## src/rtl/uart_boot_loader.sv

```systemverilog
// UART program-image boot loader: writes 32-bit words into program memory and holds the CPU in reset until the image is complete.
// Optional trailing checksum byte is built only when BOOT_LOADER_CHECKSUM_EN is defined.
module uart_boot_loader #(
  parameter int CLKS_PER_BIT    = 868,
  parameter int PMEM_ADDR_WIDTH = 12,
  parameter int MAX_WORDS       = 1024
) (
  input  logic                       sysclk,
  input  logic                       rst,
  input  logic                       uart_rx,
  output logic                       pmem_wr_en,
  output logic [PMEM_ADDR_WIDTH-1:0] pmem_wr_addr,
  output logic [31:0]                pmem_wr_data,
  output logic [3:0]                 pmem_byte_en,
  output logic                       cpu_rst,
  output logic                       load_done,
  output logic                       load_error
);

  localparam int              CNT_W     = (CLKS_PER_BIT > 1) ? $clog2(CLKS_PER_BIT) : 1;
  localparam logic [CNT_W-1:0] BIT_LAST  = CNT_W'(CLKS_PER_BIT - 1);
  localparam logic [CNT_W-1:0] HALF_LAST = CNT_W'(CLKS_PER_BIT / 2 - 1);
  localparam logic [CNT_W-1:0] CNT_ONE   = CNT_W'(1);
  localparam int              WIDX_W    = PMEM_ADDR_WIDTH - 2;
  localparam logic [WIDX_W-1:0] WIDX_ONE = WIDX_W'(1);
  localparam logic [7:0]      SYNC_BYTE = 8'hA5;
  localparam logic [15:0]     MAX_N     = 16'(MAX_WORDS);

  typedef enum logic [1:0] {RX_IDLE, RX_START, RX_DATA, RX_STOP} rx_state_t;

  typedef enum logic [2:0] {
    WAIT_SYNC,
    LEN_LO,
    LEN_HI,
    DATA,
`ifdef BOOT_LOADER_CHECKSUM_EN
    CHECK,
`endif
    DONE,
    ERROR
  } state_t;

  logic rx_meta_q, rx_sync_q, rx_prev_q;

  rx_state_t        rx_state_q, rx_state_d;
  logic [CNT_W-1:0] rx_cnt_q, rx_cnt_d;
  logic [2:0]       rx_bit_q, rx_bit_d;
  logic [7:0]       rx_shift_q, rx_shift_d;
  logic             rx_valid_q, rx_valid_d;
  logic             rx_ferr_q, rx_ferr_d;

  state_t                     state_q, state_d;
  logic [7:0]                 len_lo_q, len_lo_d;
  logic [15:0]                count_q, count_d;
  logic [WIDX_W-1:0]          word_idx_q, word_idx_d;
  logic [1:0]                 byte_idx_q, byte_idx_d;
  logic [23:0]                word_sr_q, word_sr_d;
  logic                       wr_en_q, wr_en_d;
  logic [PMEM_ADDR_WIDTH-1:0] wr_addr_q, wr_addr_d;
  logic [31:0]                wr_data_q, wr_data_d;
  logic                       cpu_rst_q, cpu_rst_d;
  logic                       done_q, done_d;
  logic                       err_q, err_d;
`ifdef BOOT_LOADER_CHECKSUM_EN
  logic [7:0]                 sum_q, sum_d;
`endif

  logic [15:0] len_full;
  logic        last_word;

  assign len_full  = {rx_shift_q, len_lo_q};
  assign last_word = (16'(word_idx_q) == (count_q - 16'd1));

  // Bits are sampled at their centres: half a bit after the start edge, then every full bit.
  always_comb begin
    rx_state_d = rx_state_q;
    rx_cnt_d   = rx_cnt_q;
    rx_bit_d   = rx_bit_q;
    rx_shift_d = rx_shift_q;
    rx_valid_d = 1'b0;
    rx_ferr_d  = 1'b0;
    case (rx_state_q)
      RX_IDLE: begin
        if (!rx_sync_q && rx_prev_q) begin
          rx_state_d = RX_START;
          rx_cnt_d   = '0;
        end
      end
      RX_START: begin
        if (rx_cnt_q == HALF_LAST) begin
          rx_cnt_d   = '0;
          rx_bit_d   = '0;
          rx_state_d = rx_sync_q ? RX_IDLE : RX_DATA;
        end else begin
          rx_cnt_d = rx_cnt_q + CNT_ONE;
        end
      end
      RX_DATA: begin
        if (rx_cnt_q == BIT_LAST) begin
          rx_cnt_d   = '0;
          rx_shift_d = {rx_sync_q, rx_shift_q[7:1]};
          rx_bit_d   = rx_bit_q + 3'd1;
          if (rx_bit_q == 3'd7) rx_state_d = RX_STOP;
        end else begin
          rx_cnt_d = rx_cnt_q + CNT_ONE;
        end
      end
      RX_STOP: begin
        if (rx_cnt_q == BIT_LAST) begin
          rx_cnt_d   = '0;
          rx_valid_d = rx_sync_q;
          rx_ferr_d  = !rx_sync_q;
          rx_state_d = RX_IDLE;
        end else begin
          rx_cnt_d = rx_cnt_q + CNT_ONE;
        end
      end
      default: rx_state_d = RX_IDLE;
    endcase
  end

  always_comb begin
    state_d    = state_q;
    len_lo_d   = len_lo_q;
    count_d    = count_q;
    word_idx_d = word_idx_q;
    byte_idx_d = byte_idx_q;
    word_sr_d  = word_sr_q;
    wr_en_d    = 1'b0;
    wr_addr_d  = wr_addr_q;
    wr_data_d  = wr_data_q;
    cpu_rst_d  = (state_q == DONE) ? 1'b0 : cpu_rst_q;
    done_d     = done_q;
    err_d      = err_q;
`ifdef BOOT_LOADER_CHECKSUM_EN
    sum_d      = sum_q;
`endif
    if (rx_ferr_q && state_q != DONE) begin
      state_d = ERROR;
      err_d   = 1'b1;
    end else if (rx_valid_q) begin
      case (state_q)
        WAIT_SYNC, ERROR: begin
          if (rx_shift_q == SYNC_BYTE) begin
            state_d    = LEN_LO;
            err_d      = 1'b0;
            word_idx_d = '0;
            byte_idx_d = '0;
`ifdef BOOT_LOADER_CHECKSUM_EN
            sum_d      = '0;
`endif
          end
        end
        LEN_LO: begin
          len_lo_d = rx_shift_q;
          state_d  = LEN_HI;
        end
        LEN_HI: begin
          count_d    = len_full;
          word_idx_d = '0;
          byte_idx_d = '0;
          if (len_full > MAX_N) begin
            state_d = ERROR;
            err_d   = 1'b1;
          end else if (len_full == 16'd0) begin
`ifdef BOOT_LOADER_CHECKSUM_EN
            state_d = CHECK;
`else
            state_d = DONE;
            done_d  = 1'b1;
`endif
          end else begin
            state_d = DATA;
          end
        end
        DATA: begin
          word_sr_d  = {rx_shift_q, word_sr_q[23:8]};
          byte_idx_d = byte_idx_q + 2'd1;
`ifdef BOOT_LOADER_CHECKSUM_EN
          sum_d      = sum_q + rx_shift_q;
`endif
          // The fourth byte completes the word; it is written straight from the receive register.
          if (byte_idx_q == 2'd3) begin
            wr_en_d    = 1'b1;
            wr_addr_d  = {word_idx_q, 2'b00};
            wr_data_d  = {rx_shift_q, word_sr_q};
            word_idx_d = word_idx_q + WIDX_ONE;
            if (last_word) begin
`ifdef BOOT_LOADER_CHECKSUM_EN
              state_d = CHECK;
`else
              state_d = DONE;
              done_d  = 1'b1;
`endif
            end
          end
        end
`ifdef BOOT_LOADER_CHECKSUM_EN
        CHECK: begin
          if (rx_shift_q == sum_q) begin
            state_d = DONE;
            done_d  = 1'b1;
          end else begin
            state_d = ERROR;
            err_d   = 1'b1;
          end
        end
`endif
        default: ;
      endcase
    end
  end

  always_ff @(posedge sysclk or posedge rst) begin
    if (rst) begin
      rx_meta_q  <= 1'b1;
      rx_sync_q  <= 1'b1;
      rx_prev_q  <= 1'b1;
      rx_state_q <= RX_IDLE;
      rx_cnt_q   <= '0;
      rx_bit_q   <= '0;
      rx_shift_q <= '0;
      rx_valid_q <= 1'b0;
      rx_ferr_q  <= 1'b0;
      state_q    <= WAIT_SYNC;
      len_lo_q   <= '0;
      count_q    <= '0;
      word_idx_q <= '0;
      byte_idx_q <= '0;
      word_sr_q  <= '0;
      wr_en_q    <= 1'b0;
      wr_addr_q  <= '0;
      wr_data_q  <= '0;
      cpu_rst_q  <= 1'b1;
      done_q     <= 1'b0;
      err_q      <= 1'b0;
`ifdef BOOT_LOADER_CHECKSUM_EN
      sum_q      <= '0;
`endif
    end else begin
      rx_meta_q  <= uart_rx;
      rx_sync_q  <= rx_meta_q;
      rx_prev_q  <= rx_sync_q;
      rx_state_q <= rx_state_d;
      rx_cnt_q   <= rx_cnt_d;
      rx_bit_q   <= rx_bit_d;
      rx_shift_q <= rx_shift_d;
      rx_valid_q <= rx_valid_d;
      rx_ferr_q  <= rx_ferr_d;
      state_q    <= state_d;
      len_lo_q   <= len_lo_d;
      count_q    <= count_d;
      word_idx_q <= word_idx_d;
      byte_idx_q <= byte_idx_d;
      word_sr_q  <= word_sr_d;
      wr_en_q    <= wr_en_d;
      wr_addr_q  <= wr_addr_d;
      wr_data_q  <= wr_data_d;
      cpu_rst_q  <= cpu_rst_d;
      done_q     <= done_d;
      err_q      <= err_d;
`ifdef BOOT_LOADER_CHECKSUM_EN
      sum_q      <= sum_d;
`endif
    end
  end

  assign pmem_wr_en   = wr_en_q;
  assign pmem_wr_addr = wr_addr_q;
  assign pmem_wr_data = wr_data_q;
  assign pmem_byte_en = {4{wr_en_q}};
  assign cpu_rst      = cpu_rst_q;
  assign load_done    = done_q;
  assign load_error   = err_q;

endmodule

```

## config.mk

```make
export PLATFORM = sky130hd
export DESIGN_NAME = uart_boot_loader
export DESIGN_NICKNAME = d
export VERILOG_FILES = /design/src/rtl/uart_boot_loader.sv
export SDC_FILE = /design/constraint.sdc
export NUM_CORES = 1
export LEC_CHECK = 0
export BUFFER_PORTS_ARGS = -buffer_cell sky130_fd_sc_hd__buf_2
export CAP_MARGIN = 15
export CORE_UTILIZATION = 55
export CTS_BUF_LIST = sky130_fd_sc_hd__clkbuf_16
export DETAILED_ROUTE_END_ITERATION = 12
export PLACE_DENSITY = 0.74
export RECOVER_POWER = 25
export SKIP_LAST_GASP = 1
export SLEW_MARGIN = 10
export SYNTH_ARGS = -nofsm -noshare
export SYNTH_HDL_FRONTEND = slang
export SYNTH_SLANG_ARGS = --single-unit
export TNS_END_PERCENT = 20
```

## constraint.sdc

```tcl
create_clock -name sysclk -period 5.23 [get_ports sysclk]
set_clock_uncertainty 0.2 [all_clocks]
set_input_delay 0 -clock sysclk [delete_from_list [all_inputs] [get_ports sysclk]]
set_output_delay 0 -clock sysclk [all_outputs]
set_load 0.005 [all_outputs]
```

# ---- Yosys cells after proc, flatten, opt, wreduce, memory -nomap -nowiden
# Index checks and enable logic that the tools add are counted.
dict set report word_totals {
  ff_bits 137
  inputBits 3
  out_inout_bits 52
  word_cells 128
}
dict set report op_classes {
  n_addsub 5
  n_lt_le_gt_ge 1
  eq_ne 29
  mux 45
  n_bitwise 1
  n_reduce_logical 26
}
# operator count
set op_table {}
lappend op_table {{case mux 10 bit (3 select lines)} 2}
lappend op_table {{2-to-1 mux 10 bit} 5}
lappend op_table {{2-to-1 mux 3 bit} 9}
lappend op_table {{adder 10 x 1 -> 10 bit (second input constant)} 2}
lappend op_table {{inequality test 2 bit (second input constant)} 10}
lappend op_table {{== test 10 x 16 -> 1 bit} 1}
lappend op_table {{> comparator 16 x 11 -> 1 bit (second input constant)} 1}
lappend op_table {{logical NOT 16 bit} 1}
lappend op_table {{2-to-1 mux 1 bit} 16}
lappend op_table {{subtractor 16 x 1 -> 16 bit (second input constant)} 1}
lappend op_table {{inequality test 3 bit (second input constant)} 5}
lappend op_table {{AND reduction 5 bit} 3}
lappend op_table {{2-to-1 mux 2 bit} 7}
lappend op_table {{case mux 3 bit (4 select lines)} 1}
lappend op_table {{AND reduction 3 bit} 4}
lappend op_table {{AND reduction 4 bit} 3}
lappend op_table {{== test 10 bit (second input constant)} 1}
lappend op_table {{== test 10 x 9 -> 1 bit (second input constant)} 1}
lappend op_table {{== test 3 bit (second input constant)} 3}
lappend op_table {{== test 8 bit (second input constant)} 1}
lappend op_table {{case mux 2 bit (4 select lines)} 1}
lappend op_table {{AND reduction 7 bit} 1}
lappend op_table {{== test 2 bit (second input constant)} 3}
lappend op_table {{== test 3 x 2 -> 1 bit (second input constant)} 2}
lappend op_table {{17 further kinds} 23}

# ---- Depth between registers and ports, before layout
# Gate-level depths: netlist of run 1.
dict set report depth {
  word_depth 7
  depth_mapped 9
  ltp_nobuf 8
}

# ---- Least setup slack after synthesis of run 1
# Ideal clock, no wire load.
dict set report synth_path {
  kind {reg2reg}
  from {register count_q[0]}
  to {register state_q[1]}
  setup_time_ns 0.099
  arrival_time_ns 2.284
  t_required_ns 4.931
  slack_ns 2.647
  path_stages_with_launch 10
  n_path_buf 1
  synth_period_minus_slack_ns 2.583
  cell_sequence {dfrtp_1 > inv_1 > ha_1 > or4b_1 > buf_2 > o21a_1 > o211a_1 > o311a_1 > and2_1 > a311oi_1}
}
dict set report synth_between {
  elab_chain_cells 4
}
# item line
set synth_rtl {}
lappend synth_rtl {{start, declared} 54} ;# logic [15:0] count_q, count_d;
lappend synth_rtl {{start signal, assigned} 252} ;# count_q <= count_d;
lappend synth_rtl {{subtractor 16 x 1 -> 16 bit} 72} ;# assign last_word = (16'(word_idx_q) == (count_q - 16'd1));
lappend synth_rtl {{== test 10 x 16 -> 1 bit} 72}
lappend synth_rtl {{inequality test 3 bit (no line)} n/a}
lappend synth_rtl {{AND reduction 5 bit (no line)} n/a}
lappend synth_rtl {{end signal, assigned} 250} ;# state_q <= state_d;
lappend synth_rtl {{end, declared} 52} ;# state_t state_q, state_d;
# No other way between the ends.
# A chain may end at the register's enable or synchronous reset.

# ---- Worst setup path after layout of run 1
dict set report layout_path {
  from {register state_q[0]}
  to {register wr_data_q[25] (netlist: pmem_wr_data[25])}
}
dict set report layout_between {
  elab_chain_cells 4
  word_cells_on_any_way 5
  cone_classes {eq/ne (2); bitwise (1); reduce/logical (2)}
}
# item line
set layout_rtl {}
lappend layout_rtl {{inequality test 3 bit} 138} ;# if (rx_ferr_q && state_q != DONE) begin
lappend layout_rtl {{logical AND 1 bit} 138}
lappend layout_rtl {{NOT 1 bit (no line)} n/a}
lappend layout_rtl {{AND reduction 4 bit (no line) *} n/a}
lappend layout_rtl {{end signal, assigned} 258} ;# wr_data_q <= wr_data_d;
lappend layout_rtl {{end, declared} 60} ;# logic [31:0] wr_data_q, wr_data_d;
# Every way passes the cells marked *; elsewhere a longest branch is shown, timed or not.

==> flow_summary.toml, run 1 <==
[logic_synthesis]
ys_seq_elements = 137
synth_edf_count = 0
syn_area_um2 = 6410
synth.avg_cell_area_um2 = 11.9
muxShareOfSynthArea = 0.175
synthSimpleGateAreaFrac = 0.125
synthFlopType = "dfrtp_1"
synth_top_family_by_area = "multiplexers"
yosysSeqAreaShare = 0.535
ys_top_cells_by_area = "dfrtp_1 (52%), mux2_2 (17%), o21ai_0 (2.0%)"
yosys.area.top_type_share = 0.519
synth_compound_area_frac = 0.0934
synth_cells = 537
async_flop_share = 1.00
synth_top_area_cell = "dfrtp_1"
synthAdderAreaFrac = 0.0137
ys_warn_count = 0
synth_xor_area_frac = 0.0232
yosysUniqueCellTypes = 66

[clock_network]
ctsRootBufferMaster = "clkbuf_16"
cts_buffer_depth = 2
numCtsBuffers = 17
cts_tree = "built"
clock_sinks = 137
path_clk_slew_ps = 60
ctsHtreeMaxLevel = 4
clk_latency_ps = 420

[setup_path]
cp.buffers_inverters = 3
cp_slowest_stage_delay_ps = 590
startpoint_type = "flop"
cp_common_cell = "nand2_1"
critPathMaxFanout = 27
cp_cell_sequence = "nor2b_2, nand2_1, nor3_4, buf_4, nand2_1, inv_1, buf_16, mux2_2"
cp.arrival_ps = 3510
required_ps = 5330
critical-path-top-delay-family = "simple AND/OR/NAND/NOR gates"
crit_path_top_delay_cell = "dfrtp_1"
cp-end-kind = "flop"
path_class = "reg2reg"

[final_layout]
stdcell_area_um2 = 7290
fill_cells = 911
syn2layout_area_growth_pct = 13.7
fin_util = 0.641
antenna_cells = 0
drive_above_1_share = 0.262
final_common_cell = "dfrtp_1"
final_cell_mix = "dfrtp_1 (133), mux2_2 (99), clkbuf_1 (42)"
nets = 597

[timing]
setup_tns_ps = 0
timing.final.crit_share = 0.653
post-route-min-period_ps = 3420
setup_viol = 0
rsz0062_at_grt = "false"
worstMarginPinSlew_ps = 3310
slew_headroom = -1.22
hold_viol = 0
drv_slew = 80
fmax_mhz = 293

[drt]
drt_iter0_markers = 286
drc = 0
drt-pass1-iter-count = 6
ant_nets = 0
routed_wl_um = 13400
viasPerCell = 5.90
vias = 4381
wl_per_cell_um = 18.0

[place]
io_buffers = 52
place.gp.congestion = 0.849
dp_hpwl_um = 9060
dpl_cell_area_um2 = 6730

[power]
pwr_density_cell_nw_per_um2 = 319
p_leak_nw = 3.50
vdd_drop_max_v = 0.000382

[flow_run]
max_cap_viol_count = 1

[global_route]
gr-usage-all-layers = 0.240
grt.overflow.total = 0
use_met1 = 0.315
met2_usage = 0.392
antenna_found_initial = 0
grt_max_degree = 80
use_met3 = 0.0576
grt_pass1_wl_um = 21800
grt_pass1_vias = 4418
grt.busiest_layer = "met2"

[floorplan]
start_util = 0.564
row_count = 39
ioPinCount = 55
dieHeight_um = 110
die_x_um = 110
core_area_um2 = 11400
die_area_um2 = 12100

[status]
status = "finished, violations left"
violations = "max-capacitance violations, max-slew violations"

[hold_path]
hold_class = "in2reg"
[metrics by stage]
stage | hold WS, ps | power (mW) | std cells | worst slack (ps)
6_report | 45.9 | 2.33 | 743 | 1810
3_3_place_gp | -93.3 | 1.21 | 707 | 1620
5_1_grt | 41.5 | 2.41 | 743 | 1450
3_5_place_dp | -93.4 | 1.21 | 707 | 1430
4_1_cts | 10.5 | 2.34 | 741 | 1430
2_1_floorplan | -196 | 1.19 | 538 | 1370
[power by group]
part           internal [mW]  leakage (nW)  total [mW]  switching, mW
combinational         0.0311          1.32       0.102         0.0712
clock                  0.692         0.282        1.13          0.442
sequential              1.08          1.90        1.09         0.0156
[metal layers]
layer | routed length, um | share of wire | up-vias
met1 | 6030 | 0.45 | 2203
li1 | - | - | 2052
met3 | 496 | 0.037 | 17
met2 | 6730 | 0.50 | 109
met5 | 0 | 0 | -
met4 | 153 | 0.011 | 0
[registers in the layout, summed over array words and instances, names as in the netlist, 2 cells and up, named ones only]
register and flops:
pmem_wr_data 32, word_sr_q 24, count_q 16, pmem_wr_addr 10
rx_cnt_q 10, word_idx_q 10, len_lo_q 8, rx_shift_q 8
rx_bit_q 3, state_q 3, byte_idx_q 2
[synthesized netlist by cell type, types with 3 or more instances]
cell / n
a21oi_1: 13
and3_1: 6
buf_2: 5
buf_4: 9
clkbuf_1: 13
dfrtp_1: 133
dfstp_2: 4
ha_1: 7
inv_1: 14
mux2_2: 99
nand2_1: 26
nand2b_1: 4
nand3_1: 11
nand4_1: 11
nor2_1: 25
nor2b_1: 6
nor3_1: 10
nor3b_1: 5
nor4_1: 9
nor4bb_1: 3
o21a_1: 5
o21ai_0: 25
o311a_1: 3
o31ai_1: 7
o41ai_1: 4
or3_1: 6
or4_1: 6
xnor2_1: 11
xor2_1: 6
[kinds of logic (layout without fill, tap and decap cells)]
family / after synthesis / after routing
and+or+nand+nor: 144 / 144
DFF: 137 / 137
muxes: 100 / 100
AOI/OAI and AO/OA: 87 / 87
buffers and inverters: 44 / 106
xor gates and xnor gates: 17 / 17
adders and majority gates: 7 / 7
other: 1 / 2
[what timing repair did]
action / CTS / global route
hold buffers: 2 / 0
gates resized for setup: 0 / 0
setup buffers: 0 / 0
endpoints found under the hold margin: 75 / 0
[area by class of cell]
type                    instances  area, um2  area share
flip-flops and latches        137       3430       0.471
multi-input cells             357       2780       0.381
clock buffers                  17        425      0.0583
repair buffers                 59        283      0.0388
well taps                     143        179      0.0245
clock inverters                15        135      0.0185
inverters                      15       57.6     0.00789
[path summary, 6_finish.rpt]
check | start | end | slack [ps] | cells past startpoint
setup reg to reg | state_q[0] | pmem_wr_data[25] | 1810 | 8
max in group asynchronous | rst | pmem_wr_addr[7] | 2100 | 4
setup / recovery | state_q[0] | pmem_wr_data[25] | 1810 | 8
hold / removal | uart_rx | rx_meta_q | 50 | 2
min in group asynchronous | rst | word_sr_q[22] | 890 | 3
hold reg to reg | rx_meta_q | rx_sync_q | 160 | 0
Power figures use the tool's default switching activity.
==> run 2, diff against run 1 <==
--- a/config.mk
+++ b/config.mk
@@ -7,10 +7,10 @@
 export LEC_CHECK = 0
 export BUFFER_PORTS_ARGS = -buffer_cell sky130_fd_sc_hd__buf_2
 export CAP_MARGIN = 15
-export CORE_UTILIZATION = 55
+export CORE_UTILIZATION = 54
 export CTS_BUF_LIST = sky130_fd_sc_hd__clkbuf_16
 export DETAILED_ROUTE_END_ITERATION = 12
-export PLACE_DENSITY = 0.74
+export PLACE_DENSITY = 0.76
 export RECOVER_POWER = 25
 export SKIP_LAST_GASP = 1
 export SLEW_MARGIN = 10
==> constraint.sdc (replaced) <==
create_clock -name sysclk -period 2.9 [get_ports sysclk]
set_clock_uncertainty 0.2 [all_clocks]
set_input_delay 0 -clock sysclk [delete_from_list [all_inputs] [get_ports sysclk]]
set_output_delay 0 -clock sysclk [all_outputs]
set_load 0.005 [all_outputs]
==> flow_summary.toml, run 2 (synthesized netlist as in run 1, its figures left out) <==
[power]
vdd_drop_max_v = 0.000545
pwr_density_cell_nw_per_um2 = 569
p_leak_nw = 3.72

[final_layout]
final_common_cell = "dfrtp_1"
final_cells = 755
final_cell_mix = "dfrtp_1 (133), mux2_2 (99), buf_2 (45)"
drive_above_1_share = 0.340
syn2layout_area_growth_pct = 15.9
antenna_cells = 0
largest_reg_flops = 32
nets = 609
stdcell_area_um2 = 7430

[setup_path]
required_ps = 3030
critPathMaxFanout = 8
rr_worst_depth = 9
cp.arrival_ps = 2850
cp-end-kind = "flop"
startpoint_type = "flop"
critical-path-top-delay-family = "simple AND/OR/NAND/NOR gates"
path_class = "reg2reg"
cp.buffers_inverters = 2
r2r-start = "count_q[0]"
cp_slowest_stage_delay_ps = 490
crit_path_top_delay_cell = "or4b_1"
crit_start = "count_q[0]"
path_depth = 9
cp_cell_sequence = "inv_1, ha_2, or4b_1, buf_4, nor4_1, and3_1, o311a_1, nand4b_1, o21ai_1"

[hold_path]
whs_path_depth = 2
min_from = "uart_rx"
hold_class = "in2reg"

[flow_run]
max_cap_viol_count = 0

[clock_network]
cts_tree = "built"
numCtsBuffers = 17
cts_setup_buffers = 0
clk_latency_ps = 410
ctsRootBufferMaster = "clkbuf_16"
ctsHtreeMaxLevel = 4
path_clk_slew_ps = 60
cts_buffer_depth = 2
clock_sinks = 137

[drt]
wl_per_cell_um = 17.8
drt-pass1-iter-count = 9
routed_wl_um = 13400
vias = 4521
viasPerCell = 5.99
drc = 8
ant_nets = 0
drt_iter0_markers = 295

[global_route]
grt.busiest_layer = "met2"
grt.overflow.total = 0
met2_usage = 0.387
use_met1 = 0.306
grt_pass1_wl_um = 23000
gr-usage-all-layers = 0.237
grt_pass1_vias = 4704
grt_max_degree = 56
use_met3 = 0.0530
antenna_found_initial = 0

[status]
violations = "design-rule violations"
status = "finished, violations left"

[timing]
timing.final.crit_share = 0.941
worstMarginPinSlew_ps = 1330
rsz0062_at_grt = "false"
setup_viol = 0
fmax_mhz = 366
drv_slew = 0
post-route-min-period_ps = 2730
slew_headroom = 0.111
whs_ps = 36.3
hold_viol = 0
setup_tns_ps = 0

[floorplan]
start_util = 0.557
ioPinCount = 55
row_count = 39
die_area_um2 = 12300
die_x_um = 111
core_area_um2 = 11500
dieHeight_um = 111

[place]
dp.cells = 721
io_buffers = 52
dpl_cell_area_um2 = 6860
place.gp.congestion = 0.894
dp_hpwl_um = 9220
## run 2: per-stage QoR
step	total power, mW	setup WS, ps	utilization
final	4.23	171	0.645
after CTS	4.27	161	0.647
after global routing	4.39	21.9	0.645
after floorplan	2.14	317	-
after detailed placement	2.22	168	0.596
after global placement	2.20	247	0.596
## run 2: routing by layer
metal,share of wire,up-vias
met3,0.061,30
met5,0,-
li1,-,2090
met4,0.017,0
met2,0.49,173
met1,0.43,2228
## run 2: path summary, 6_finish.rpt
kind                            endpoint  slack, ps
max                            load_done        170
min                            rx_meta_q         40
max reg2reg                    load_done        170
min reg2reg                    rx_sync_q        160
max in group asynchronous  word_idx_q[8]        590
min in group asynchronous    len_lo_q[1]        210
## run 2: cell type report
cell class | instances | area, um2
clock buffers | 17 | 425
clock inverters | 15 | 143
fillers | 882 | 4080
inverters | 15 | 57.6
multi-input cells | 357 | 2780
flip-flops and latches | 137 | 3430
well taps | 143 | 179
repair buffers | 71 | 413
## run 2: timing repair
item	in CTS	in global routing
resized for setup	0	1
hold buffers	2	0
setup endpoints to repair	0	2
endpoints found under the hold margin	119	0
## run 2: power by group
part	internal [mW]	leakage (nW)	switching, mW
Combinational	0.0767	1.54	0.130
Sequential	1.94	1.90	0.0282
Clock	1.20	0.281	0.858
